--- src/rtl/arm_bus_sequencer.sv ---
// ARM926 CS5 bus cycle sequencer: synchronizes AS/RS/WS, decodes the
// address window and turns each bus cycle into one local rd/wr request.
// Ports: CLK/RST (async active-low); ARM side AS_N, RS_N, WS_N, BE_N,
//   ADDR, DIN in and DOUT, DOUT_OE, DTACK_N out; register side reg_addr,
//   reg_be, reg_wdata, reg_wr, reg_rd out and reg_rdata, reg_ack in;
//   err sticky flag out with err_clr in.
module arm_bus_sequencer #(
    parameter logic [23:0] BASE_ADDR = 24'h000000,
    parameter logic [23:0] ADDR_MASK = 24'hFFF000,
    parameter int          REG_AW    = 8,
    parameter int          TIMEOUT   = 255,
    parameter logic [31:0] ERR_DATA  = 32'hDEADBEEF
) (
    input  logic              CLK,
    input  logic              RST,
    input  logic              AS_N,
    input  logic              RS_N,
    input  logic              WS_N,
    input  logic [3:0]        BE_N,
    input  logic [23:0]       ADDR,
    input  logic [31:0]       DIN,
    output logic [31:0]       DOUT,
    output logic              DOUT_OE,
    output logic              DTACK_N,
    output logic [REG_AW-1:0] reg_addr,
    output logic [3:0]        reg_be,
    output logic [31:0]       reg_wdata,
    output logic              reg_wr,
    output logic              reg_rd,
    input  logic [31:0]       reg_rdata,
    input  logic              reg_ack,
    output logic              err,
    input  logic              err_clr
);

    typedef enum logic [1:0] {
        S_IDLE,
        S_WAIT,
        S_DONE,
        S_RELEASE
    } state_t;

    state_t            r_state, w_state_nxt;
    logic [1:0]        r_as_sy, r_rs_sy, r_ws_sy;
    logic              r_is_rd, w_is_rd_nxt;
    logic [15:0]       r_cnt, w_cnt_nxt;
    logic              r_err, w_err_nxt, w_err_set;
    logic [31:0]       r_dout, w_dout_nxt;
    logic              r_oe, w_oe_nxt;
    logic              r_dtack_n, w_dtack_n_nxt;
    logic              r_wr, w_wr_nxt;
    logic              r_rd, w_rd_nxt;
    logic [REG_AW-1:0] r_addr, w_addr_nxt;
    logic [3:0]        r_be, w_be_nxt;
    logic [31:0]       r_wdata, w_wdata_nxt;

    logic w_as, w_rs, w_ws, w_hit, w_idle_bus;

    assign w_as       = r_as_sy[1];
    assign w_rs       = r_rs_sy[1];
    assign w_ws       = r_ws_sy[1];
    assign w_hit      = (ADDR & ADDR_MASK) == BASE_ADDR;
    assign w_idle_bus = w_as & w_rs & w_ws;

    // Two-flop synchronizers; idle (high) out of reset.
    always_ff @(posedge CLK or negedge RST) begin
        if (!RST) begin
            r_as_sy <= 2'b11;
            r_rs_sy <= 2'b11;
            r_ws_sy <= 2'b11;
        end else begin
            r_as_sy <= {r_as_sy[0], AS_N};
            r_rs_sy <= {r_rs_sy[0], RS_N};
            r_ws_sy <= {r_ws_sy[0], WS_N};
        end
    end

    always_ff @(posedge CLK or negedge RST) begin
        if (!RST) begin
            r_state   <= S_IDLE;
            r_is_rd   <= 1'b0;
            r_cnt     <= '0;
            r_err     <= 1'b0;
            r_dout    <= '0;
            r_oe      <= 1'b0;
            r_dtack_n <= 1'b1;
            r_wr      <= 1'b0;
            r_rd      <= 1'b0;
            r_addr    <= '0;
            r_be      <= '0;
            r_wdata   <= '0;
        end else begin
            r_state   <= w_state_nxt;
            r_is_rd   <= w_is_rd_nxt;
            r_cnt     <= w_cnt_nxt;
            r_err     <= w_err_nxt;
            r_dout    <= w_dout_nxt;
            r_oe      <= w_oe_nxt;
            r_dtack_n <= w_dtack_n_nxt;
            r_wr      <= w_wr_nxt;
            r_rd      <= w_rd_nxt;
            r_addr    <= w_addr_nxt;
            r_be      <= w_be_nxt;
            r_wdata   <= w_wdata_nxt;
        end
    end

    always_comb begin
        w_state_nxt   = r_state;
        w_is_rd_nxt   = r_is_rd;
        w_cnt_nxt     = r_cnt;
        w_err_set     = 1'b0;
        w_dout_nxt    = r_dout;
        w_oe_nxt      = r_oe;
        w_dtack_n_nxt = r_dtack_n;
        w_wr_nxt      = 1'b0;
        w_rd_nxt      = 1'b0;
        w_addr_nxt    = r_addr;
        w_be_nxt      = r_be;
        w_wdata_nxt   = r_wdata;
        unique case (r_state)
            S_IDLE: begin
                if (!w_as) begin
                    if (!w_hit) begin
                        w_state_nxt = S_RELEASE;
                    end else if (!w_rs && !w_ws) begin
                        w_err_set   = 1'b1;
                        w_state_nxt = S_RELEASE;
                    end else if (!w_ws || !w_rs) begin
                        // Bus lines are stable for the whole strobe.
                        w_addr_nxt  = ADDR[REG_AW+1:2];
                        w_be_nxt    = ~BE_N;
                        w_is_rd_nxt = !w_rs;
                        w_wr_nxt    = !w_ws;
                        w_rd_nxt    = !w_rs;
                        if (!w_ws) w_wdata_nxt = DIN;
                        w_cnt_nxt   = '0;
                        w_state_nxt = S_WAIT;
                    end
                end
            end
            S_WAIT: begin
                if (reg_ack || r_cnt == 16'(TIMEOUT - 1)) begin
                    if (r_is_rd) w_dout_nxt = reg_ack ? reg_rdata : ERR_DATA;
                    w_err_set     = !reg_ack;
                    w_cnt_nxt     = '0;
                    w_dtack_n_nxt = 1'b0;
                    w_oe_nxt      = r_is_rd;
                    w_state_nxt   = S_DONE;
                end else begin
                    w_cnt_nxt = r_cnt + 16'd1;
                end
            end
            S_DONE: begin
                if (w_idle_bus) begin
                    w_dtack_n_nxt = 1'b1;
                    w_oe_nxt      = 1'b0;
                    w_state_nxt   = S_IDLE;
                end
            end
            S_RELEASE: begin
                if (w_idle_bus) w_state_nxt = S_IDLE;
            end
            default: w_state_nxt = S_IDLE;
        endcase
        // Set wins over clear.
        w_err_nxt = w_err_set | (r_err & ~err_clr);
    end

    assign DOUT      = r_dout;
    assign DOUT_OE   = r_oe;
    assign DTACK_N   = r_dtack_n;
    assign reg_addr  = r_addr;
    assign reg_be    = r_be;
    assign reg_wdata = r_wdata;
    assign reg_wr    = r_wr;
    assign reg_rd    = r_rd;
    assign err       = r_err;

endmodule
--- config.mk ---
export PLATFORM = sky130hd
export DESIGN_NAME = arm_bus_sequencer
export DESIGN_NICKNAME = d
export VERILOG_FILES = /design/src/rtl/arm_bus_sequencer.sv
export SDC_FILE = /design/constraint.sdc
export NUM_CORES = 1
export LEC_CHECK = 0
export CAP_MARGIN = 20
export CORE_ASPECT_RATIO = 0.75
export CORE_MARGIN = 1.5
export CORE_UTILIZATION = 39
export DETAILED_ROUTE_END_ITERATION = 7
export PLACE_DENSITY_LB_ADDON = 0.1
export SLEW_MARGIN = 20
export SYNTH_ARGS = -nofsm -noshare
export SYNTH_HDL_FRONTEND = slang
export SYNTH_SLANG_ARGS = --single-unit
--- constraint.sdc ---
create_clock -name CLK -period 2.11 [get_ports CLK]
set_input_delay 0.422 -clock CLK [delete_from_list [all_inputs] [get_ports CLK]]
set_output_delay 0.422 -clock CLK [all_outputs]
set_load 0.02 [all_outputs]
==> qor.yml, run 1 <==
max_freq_mhz: 475
finalWeightedCongestion: 0.819
dieArea_um2: 11700
grt_max_degree: 107
worst_slack_ps: 3.94
min_period_ps: 2110
finalSetupViolations: 0
dr_total_vias: 3532
cp_data_required_time_ps: 2340
crit_path_max_fanout: 7
remaining_drc_errors: 0
floorplan.io_pins: 180
cts-buffers-inserted: 9
ys_seq_elements: 106
worstReg2RegEnd: "reg_wdata[20]"
detailedRoute.firstIterationViolations: 195
worst_hold_path_type: "in2async"
critical_path.endpoint_type: "register"
root_buffer: "clkbuf_16"
htreeDepth: 3
drt_via_density: 5.03
post_drt_wl_per_cell_um: 16.7
layout-area-overhead-vs-synth_pct: 62.8
ys_seq_area_frac: 0.615
fillerInstances: 832
worst_ir_drop_vdd_v: 0.000362
final.setup.tns_ps: 0
clkTransAtPathRegs_ps: 70
timing.final.max_slew_violations: 0
ant_nets: 0
worst-slew-pin-transition_ps: 558
die_h_um: 94.2
dr.pass1.iters: 4
grt_setup_unrepaired: "yes"
cts_tree: "yes"
postRouteWirelength_um: 11700
syn_inst: 348
critical_path_class: "in2reg"
ys.warnings.count: 0
synthDistinctLibCells: 46
synth_area_um2: 4330
syn_area_per_cell_um2: 12.4
slew_headroom: 0.628
power_density_nw_per_um2: 658
num-nets-final: 658
hpwlAfterDp_um: 8130
rows: 33
number_of_global_route_vias_before_repair: 3461
final_min_period_over_clock_period: 0.998
grt.overflow.total: 0
post_route_cells_drive_above_1_share: 0.238
start_util: 0.398
syn_nets: 449
core_area_um2: 10900
place.port_buffers: 175
cts.sink_count: 106
floorplan.die.width_um: 125
num_antenna_cells: 0
hold_viol_final: 0
number_of_enable_type_register_cells_in_the_synthesized_netlist: 0
max_cap_violations: 0
share_of_synthesized_registers_carrying_an_async_set_or_reset: 1.00
antenna_violations_before_repair: 0
critical_path.reg2reg.startpoint: "r_state[0]"
finalClockSkew_ps: 6.14
status: "finished, final reports clean"
reg2reg_setup_slack_ps: 100
leakage_nw: 3.10
clock_latency_ps: 340
dp_slack_ps: -499
cp.arrival_ps: 2340
clock_path_buffers: 2
count_of_hold_fix_buffers_inserted_at_cts: 0
worstSetupStartpointType: "primary input"
ys.flop_type: "dfrtp_1"
reg2reg_depth: 5
grt_util_all_layers: 0.197
grt_first_pass_wirelength_um: 18300
[registers in the layout, indices dropped and copies added, names as in the netlist]
name       count
reg_wdata     32
r_ws_sy        2
DOUT_OE        1
r_is_rd        1
reg_wr         1
reg_rd         1
err            1
r_state        2
r_cnt         16
DTACK_N        1
r_rs_sy        2
reg_be         4
DOUT          32
reg_addr       8
r_as_sy        2
[worst max path at each step]
stage,cells past startpoint,start,to,slack (ps)
final,7,ADDR[16],reg_wdata[20],4
after floorplan,6,ADDR[16],reg_wdata[0],10
after CTS,7,ADDR[12],reg_wdata[11],20
after global placement,6,ADDR[16],reg_wdata[14],-430
after global routing,7,ADDR[16],reg_wdata[20],-20
after detailed placement,7,ADDR[23],r_cnt[10],-500
[synth_stat cells (2+ instances only)]
cell type / count / area [um2]
dfrtp_1: 99 / 2480
nand2_1: 52 / 195
mux2_2: 29 / 327
o22a_2: 22 / 220
nand3_1: 17 / 85.1
o21ai_0: 17 / 85.1
a22o_1: 10 / 87.6
clkbuf_1: 9 / 33.8
nor3_1: 8 / 40.0
a21oi_1: 7 / 35.0
dfstp_2: 7 / 184
inv_1: 7 / 26.3
o311ai_0: 7 / 61.3
nor2_1: 5 / 18.8
or3_1: 4 / 25.0
or4_1: 4 / 30.0
buf_2: 3 / 15.0
buf_4: 3 / 22.5
mux2_1: 3 / 33.8
nand4_1: 3 / 18.8
and2_1: 2 / 12.5
and3_1: 2 / 12.5
buf_8: 2 / 30.0
ha_1: 2 / 25.0
o22a_1: 2 / 17.5
xnor2_1: 2 / 17.5
[report_power, final]
part           internal [mW]  switching [mW]  total, mW
registers               2.15          0.0857       2.24
clock network          0.938           0.763       1.70
logic                  0.409           0.287      0.696
[per-layer routing]
metal | global-route usage | vias up | part of all wire
li1 | - | 1669 | -
met1 | 0.268 | 1748 | 0.46
met2 | 0.321 | 108 | 0.48
met3 | 0.0473 | 7 | 0.051
met4 | 0.0517 | 0 | 0.0068
met5 | 0 | - | 0
[worst max-delay path, cell delays in order]
cell and delay (ps):
dlygate4sd2_1 230, or4_4 570, nor3_4 210, and4bb_4 320, buf_12 130, buf_12 120
mux2_2 330
[repair_timing]
action                     CTS  global route
setup endpoints to repair   79            46
gates resized for setup     38             7
buffers inserted             9             1
pin swaps                    5             2
gates cloned                 3             2
[layout make-up]
type	count	area, um2	area share
Clock buffer	10	229	0.0325
Sequential cell	106	2660	0.378
Timing Repair Buffer	216	2240	0.318
Inverter	7	26.3	0.00373
Multi-Input combinational cell	217	1640	0.233
Tap cell	140	175	0.0249
Clock inverter	6	73.8	0.0105
[layout by cell type (no fill, tap or decap), types with 2 or more instances in the layout]
master	instances
a21oi_1	6
inv_6	2
dfrtp_1	99
a22o_1	10
mux2_1	2
or3_1	4
o21ai_0	17
nor3_1	6
buf_4	28
buf_16	3
o22a_2	22
mux2_2	13
ha_1	2
nor2_1	5
nand2_1	52
or4_4	4
mux2_4	17
dlygate4sd2_1	12
o22a_1	2
and2_1	2
nand3_1	16
xnor2_1	2
dfstp_2	7
clkbuf_16	11
o311ai_0	7
buf_12	8
clkdlybuf4s50_1	162
nand4_1	3
clkinvlp_4	2
inv_1	7
[per-stage QoR]
stage                     hold slack (ps)  utilization  total power [mW]  cell area (um2)  instances
after floorplan                       126            -              2.51             4350        348
after global placement                347        0.593              2.95             6440        674
after detailed placement              347        0.593              2.97             6440        674
after CTS                             170        0.643              4.69             6980        700
after global routing                  196        0.649              4.82             7040        702
final                                 137        0.649              4.64             7040        702
[kinds of logic after synthesis]
kind of cell    count (synthesis)  share of synthesized area
xor+xnor                        3                    0.00607
flops                         106                      0.615
mux                            32                     0.0833
buf+inv                        25                     0.0321
fa+ha+maj                       2                    0.00578
compound gates                 74                      0.136
simple gates                  106                      0.122
(Power assumes the default switching activity.)
==> run 2: changes to the inputs <==
- ABC_AREA: not set -> 0
- CTS_CLUSTER_SIZE: not set -> 30
==> results of run 2 <==
Final layout, timing and power as in run 1 (identical DEF).
